### src/rtl/arvi_bus_pkg.sv
// arvi_bus_pkg: shared types for the round-robin bus arbiter.
//   bus_state_e : arbiter FSM states (IDLE/BUSY/RESP)
//   bus_req_t   : registered bus request {wr_en, addr, wr_data, byte_en}
//   BE_W        : byte-enable width derived from XLEN
`ifndef XLEN
`define XLEN 32
`endif
package arvi_bus_pkg;
    localparam int XLEN_DEF = `XLEN;
    localparam int BE_W = XLEN_DEF / 8;
    typedef enum logic [1:0] {IDLE, BUSY, RESP} bus_state_e;
    typedef struct packed {
        logic                wr_en;
        logic [XLEN_DEF-1:0] addr;
        logic [XLEN_DEF-1:0] wr_data;
        logic [BE_W-1:0]     byte_en;
    } bus_req_t;
endpackage

### src/rtl/rr_picker.sv
// rr_picker: combinational round-robin winner select.
//   i_req    : request vector
//   i_ptr    : highest-priority index
//   o_onehot : winner as one-hot
//   o_idx    : winner index
//   o_valid  : any request present
module rr_picker #(
    parameter int N  = 3,
    parameter int IW = (N > 1) ? $clog2(N) : 1
) (
    input  logic [N-1:0]  i_req,
    input  logic [IW-1:0] i_ptr,
    output logic [N-1:0]  o_onehot,
    output logic [IW-1:0] o_idx,
    output logic          o_valid
);
    logic [IW-1:0] k;
    always_comb begin
        o_onehot = '0;
        o_idx    = '0;
        o_valid  = 1'b0;
        k        = '0;
        // Scan from farthest to nearest so the request closest to the pointer is written last and wins.
        for (int j = N - 1; j >= 0; j--) begin
            k = IW'((int'(i_ptr) + j) % N);
            if (i_req[k]) begin
                o_onehot    = '0;
                o_onehot[k] = 1'b1;
                o_idx       = k;
                o_valid     = 1'b1;
            end
        end
    end
endmodule

### src/rtl/bus_arbiter_rr.sv
// bus_arbiter_rr: N-port round-robin arbiter onto a single bus master.
//   i_clk/i_rst                                  : clock, synchronous active-high reset
//   i_req/i_wr_en/i_addr/i_wr_data/i_byte_en     : packed per-channel requests
//   o_ready/o_rd_data/o_err                      : per-channel completion pulse and response
//   i_ack/i_rd_data                              : bus slave response
//   o_bus_en/o_wr_en/o_wr_data/o_addr/o_byte_en  : bus master request
// Optional: define ARVI_BUS_TIMEOUT_EN to abort transactions unacked for TIMEOUT_CYCLES.
`ifndef XLEN
`define XLEN 32
`endif
module bus_arbiter_rr
    import arvi_bus_pkg::*;
#(
    parameter int N_PORTS        = 3,
    parameter int XLEN           = `XLEN,
    parameter int TIMEOUT_CYCLES = 256
) (
    input  logic                        i_clk,
    input  logic                        i_rst,
    input  logic [N_PORTS-1:0]          i_req,
    input  logic [N_PORTS-1:0]          i_wr_en,
    input  logic [N_PORTS*XLEN-1:0]     i_addr,
    input  logic [N_PORTS*XLEN-1:0]     i_wr_data,
    input  logic [N_PORTS*(XLEN/8)-1:0] i_byte_en,
    output logic [N_PORTS-1:0]          o_ready,
    output logic [XLEN-1:0]             o_rd_data,
    output logic                        o_err,
    input  logic                        i_ack,
    input  logic [XLEN-1:0]             i_rd_data,
    output logic                        o_bus_en,
    output logic                        o_wr_en,
    output logic [XLEN-1:0]             o_wr_data,
    output logic [XLEN-1:0]             o_addr,
    output logic [XLEN/8-1:0]           o_byte_en
);
    localparam int IW = (N_PORTS > 1) ? $clog2(N_PORTS) : 1;

    bus_state_e         state_q, state_d;
    logic [IW-1:0]      ptr_q, ptr_d, grant_q, grant_d, ptr_next, win_idx;
    logic [N_PORTS-1:0] grant_oh_q, grant_oh_d, win_oh;
    logic               win_valid;
    bus_req_t           req_q, req_d;
    logic [XLEN-1:0]    rd_q, rd_d;

    rr_picker #(.N(N_PORTS), .IW(IW)) u_picker (
        .i_req   (i_req),
        .i_ptr   (ptr_q),
        .o_onehot(win_oh),
        .o_idx   (win_idx),
        .o_valid (win_valid)
    );

    assign ptr_next = (int'(grant_q) == N_PORTS - 1) ? '0 : grant_q + 1'b1;

`ifdef ARVI_BUS_TIMEOUT_EN
    localparam int CW = $clog2(TIMEOUT_CYCLES + 1);
    logic [CW-1:0] cnt_q, cnt_d;
    logic          err_q, err_d;
    logic          expire;
    assign expire = (cnt_q == CW'(TIMEOUT_CYCLES - 1));
    assign o_err  = (state_q == RESP) & err_q;
`else
    assign o_err  = 1'b0;
`endif

    always_comb begin
        state_d    = state_q;
        ptr_d      = ptr_q;
        grant_d    = grant_q;
        grant_oh_d = grant_oh_q;
        req_d      = req_q;
        rd_d       = rd_q;
`ifdef ARVI_BUS_TIMEOUT_EN
        cnt_d      = cnt_q;
        err_d      = err_q;
`endif
        if (state_q == IDLE && win_valid) begin
            state_d    = BUSY;
            grant_d    = win_idx;
            grant_oh_d = win_oh;
            req_d      = '{wr_en:   i_wr_en[win_idx],
                           addr:    i_addr[int'(win_idx)*XLEN +: XLEN],
                           wr_data: i_wr_data[int'(win_idx)*XLEN +: XLEN],
                           byte_en: i_byte_en[int'(win_idx)*BE_W +: BE_W]};
`ifdef ARVI_BUS_TIMEOUT_EN
            cnt_d      = '0;
`endif
        end else if (state_q == BUSY && i_ack) begin
            state_d = RESP;
            ptr_d   = ptr_next;
            rd_d    = i_rd_data;
`ifdef ARVI_BUS_TIMEOUT_EN
            err_d   = 1'b0;
        end else if (state_q == BUSY && expire) begin
            state_d = RESP;
            ptr_d   = ptr_next;
            rd_d    = '0;
            err_d   = 1'b1;
        end else if (state_q == BUSY) begin
            cnt_d   = cnt_q + 1'b1;
`endif
        end else if (state_q == RESP) begin
            state_d = IDLE;
        end
    end

    always_ff @(posedge i_clk) begin
        if (i_rst) begin
            state_q    <= IDLE;
            ptr_q      <= '0;
            grant_q    <= '0;
            grant_oh_q <= '0;
            req_q      <= '0;
            rd_q       <= '0;
`ifdef ARVI_BUS_TIMEOUT_EN
            cnt_q      <= '0;
            err_q      <= 1'b0;
`endif
        end else begin
            state_q    <= state_d;
            ptr_q      <= ptr_d;
            grant_q    <= grant_d;
            grant_oh_q <= grant_oh_d;
            req_q      <= req_d;
            rd_q       <= rd_d;
`ifdef ARVI_BUS_TIMEOUT_EN
            cnt_q      <= cnt_d;
            err_q      <= err_d;
`endif
        end
    end

    assign o_bus_en  = (state_q == BUSY);
    assign o_ready   = (state_q == RESP) ? grant_oh_q : '0;
    assign o_rd_data = rd_q;
    assign o_wr_en   = req_q.wr_en;
    assign o_addr    = req_q.addr;
    assign o_wr_data = req_q.wr_data;
    assign o_byte_en = req_q.byte_en;
endmodule

### config.mk
export PLATFORM = sky130hd
export DESIGN_NAME = bus_arbiter_rr
export DESIGN_NICKNAME = d
export VERILOG_FILES = /design/src/rtl/arvi_bus_pkg.sv /design/src/rtl/rr_picker.sv /design/src/rtl/bus_arbiter_rr.sv
export SDC_FILE = /design/constraint.sdc
export NUM_CORES = 1
export LEC_CHECK = 0
export CORE_AREA = 2 2 135 137
export CTS_BUF_LIST = sky130_fd_sc_hd__clkbuf_4
export CTS_CLUSTER_DIAMETER = 200
export DETAILED_ROUTE_END_ITERATION = 8
export DIE_AREA = 0 0 137 139
export PLACE_DENSITY = 0.79
export SLEW_MARGIN = 5
export SYNTH_ARGS = -nofsm -noshare
export SYNTH_HDL_FRONTEND = slang
export SYNTH_HIERARCHICAL = 1
export SYNTH_SLANG_ARGS = --single-unit
### constraint.sdc
create_clock -name i_clk -period 3.5 [get_ports i_clk]
set_clock_uncertainty 0.2 [all_clocks]
set_input_delay 1.05 -clock i_clk [delete_from_list [all_inputs] [get_ports i_clk]]
set_output_delay 1.05 -clock i_clk [all_outputs]
set_load 0.05 [all_outputs]
==> qor.csv <==
metric;value;unit
clk_latency;0.45;ns
fillCellCount;1639;
core;0.01766;mm^2
initial_core_util;0.3114;
grt_overflow;0;
cts_made_buffers;9;
cp-end-kind;primary output;
slew_violations;0;
p_per_area;423.2;mW/mm^2
final_nets;1200;
seq_area_frac_synth;0.4005;
dr.pass1.iters;5;
ctsResizeCount;0;
grt_max_degree;58;
outcome;finished, final reports clean;
worst_ep_required_time;2.25;ns
p_sw;1.606;mW
hold_viol_final;0;
die_h;139;um
clk_path_buf_depth;2;
io_pins;351;
final_util;0.5385;
ant_nets;0;
track_usage;0.1966;
postCtsSetupRepairBufs;0;
clk_pin_slew_worst_paths;0.15;ns
hold_path_end;grant_oh_q[0]$_SDFFE_PP0P_;
rr_worst_depth;10;
post-route-period-util;0.9214;
drtIter0Drc;188;
syn_to_final_growth;72.96;%
clock_sinks;110;
p_clk_frac;0.149;
r2r-start;ptr_q[1]$_SDFFE_PP0P_;
wl;19190;um
antenna_found_initial;2;
min_from;grant_oh_q[0]$_SDFFE_PP0P_;
yosysUniqueCellTypes;38;
grt_pass1_wl;29570;um
yosys_warnings;6;
vias;5777;
cts_hold_repair.buffers;0;
fin_hold_ws;0.2613;ns
synthesis.area;0.005498;mm^2
drive_gt1_frac;0.07113;
ys_seq_elements;110;
ff2ff_setup_slack;0.47;ns
crit_type;register to primary output;
rsz0062_at_grt;false;
slew_headroom;0.5660;
layout_commonest_cell;clkdlybuf4s50_1;
grt_pass1_vias;5691;
max_clock_freq;310.1;MHz
drcViolationCount;0;
setup_viol;0;
globalplace.congestion;0.8513;
syn-num-nets;868;
port_buffers;349;
power_frac_comb;0.480;
min_path_cells;2;
worst_pin_slew;0.6510;ns
cts_tree;yes;
rows;49;
hpwl;14930;um
vias_per_cell;4.867;
multiInputGateArea;0.003017;mm^2
swShare;0.3990;
r2r-end;o_wr_data[15]$_SDFFE_PP0P_;
cts_root_buffer;clkbuf_4;
fin_ws;0.2752;ns
die_w;137;um
leakagePower;3.579;nW
seqCellArea;0.002202;mm^2
syn_area_per_cell;8.882;um^2
htreeDepth;3;
die_area;0.01904;mm^2
synth_cells;619;
critPathArrivalTime;1.97;ns
vdd_ir_drop_max;0.2324;mV
critPathLaunchType;register;
worstPathMaxFanout;9;
hold_path_class;register to register;
place_ws;-0.1003;ns
post_drt_wl_per_cell;16.17;um
internal_power;2.419;mW
most-common-layout-cells;clkdlybuf4s50_1, dfxtp_1, nand2_1;
fin_crit;3.225;ns
sequentialPowerShare;0.371;
drv_cap;0;
==> per-stage QoR <==
step / area [um^2] / power, mW / std cells / setup TNS (ns)
3_3_place_gp: 9374 / 3.442 / 1169 / -0.8800
4_1_cts: 9497 / 4.077 / 1185 / 0
5_1_grt: 9509 / 4.239 / 1187 / 0
6_report: 9509 / 4.025 / 1187 / 0
3_5_place_dp: 9374 / 3.464 / 1169 / -2.507
2_1_floorplan: 5498 / 2.656 / 619 / 0
==> final cells by class <==
class / instances / area share
Tap cell: 229 / 0.03013
Sequential cell: 110 / 0.2316
Multi-Input combinational cell: 441 / 0.3172
Inverter: 6 / 0.002368
Clock inverter: 7 / 0.005789
Timing Repair Buffer: 383 / 0.4053
Antenna cell: 2 / 0.0005263
Clock buffer: 9 / 0.007105
==> cells in the mapped netlist <==
library cell,instances,share of area
nor3b_4,1,0.0034
buf_4,1,0.0014
nand3b_1,3,0.0041
clkbuf_1,27,0.018
conb_1,1,0.00068
mux2i_1,64,0.12
dfxtp_1,110,0.40
o211ai_1,1,0.0014
and2_1,3,0.0034
buf_2,32,0.029
nor3b_1,3,0.0041
or3_1,1,0.0011
mux2i_4,1,0.0041
a32oi_1,1,0.0016
a22oi_1,8,0.011
a21oi_2,1,0.0016
o22ai_1,3,0.0034
o22ai_2,1,0.0023
buf_6,2,0.0041
mux2_2,9,0.018
nand2_1,79,0.054
ha_1,4,0.0091
o21ai_0,2,0.0018
nor3_1,1,0.00091
or3b_1,1,0.0016
inv_1,6,0.0041
a31o_1,1,0.0016
nand2b_1,1,0.0011
a211oi_1,62,0.085
nor2_1,67,0.046
and3b_1,1,0.0016
nor4b_2,1,0.0027
a31o_2,1,0.0016
a2bb2oi_1,62,0.099
a21oi_1,42,0.038
a32o_1,1,0.0018
o2bb2ai_1,9,0.014
nor2b_1,5,0.0057
==> power by group through the flow <==
stage | registers (mW) | logic, mW | clock network, mW
after floorplan | 2.04 | 0.621 | 0
after detailed placement | 1.52 | 1.94 | 0
after global placement | 1.52 | 1.93 | 0
after CTS | 1.50 | 1.94 | 0.638
after global routing | 1.51 | 2.04 | 0.680
final | 1.49 | 1.93 | 0.600
==> critical path, stage by stage, from the launching register on <==
cell             delay [ns]
dfxtp_1                0.52
nor2b_1                0.18
clkdlybuf4s50_1        0.84
==> kinds of logic after synthesis <==
| logic type | Yosys count | synth area share |
|---|---|---|
| muxes | 74 | 0.1391 |
| other | 1 | 0.0006821 |
| AOI/OAI and AO/OA | 195 | 0.2640 |
| buffers and inverters | 68 | 0.05712 |
| and+or+nand+nor | 167 | 0.1295 |
| DFF | 110 | 0.4005 |
| adders and majority gates | 4 | 0.009104 |
==> routing by layer <==
layer  routed length [um]  GRT usage  vias up  share of wire
li1                     -          -     2917              -
met1                 7227     0.2093     2627           0.38
met2                10200     0.3710      221           0.53
met3                 1558    0.05848       12          0.081
met4                  202    0.04992        0          0.011
met5                    0          0        -              0
==> worst max path at each step <==
stage                     depth (start not counted)               startpoint                 endpoint  slack [ns]
after floorplan                                   9                 i_req[0]  o_addr[11]$_SDFFE_PP0P_        0.65
after global placement                           11                 i_req[2]  o_addr[19]$_SDFFE_PP0P_       -0.05
after detailed placement                         11                 i_req[2]  o_addr[28]$_SDFFE_PP0P_       -0.10
after CTS                                         4  state_q[1]$_SDFFE_PP0P_               o_ready[1]        0.05
after global routing                              2  state_q[0]$_SDFFE_PP0P_                 o_bus_en        0.13
final                                             2  state_q[0]$_SDFFE_PP0P_                 o_bus_en        0.28
==> sequential cells by signal, indices dropped and copies added (netlist names) <==
register / count
state_q: 2
o_wr_data: 32
o_byte_en: 4
grant_oh_q: 3
grant_q: 2
o_addr: 32
ptr_q: 2
o_rd_data: 32
o_wr_en: 1
No activity file was read; power rests on OpenSTA's default activity.
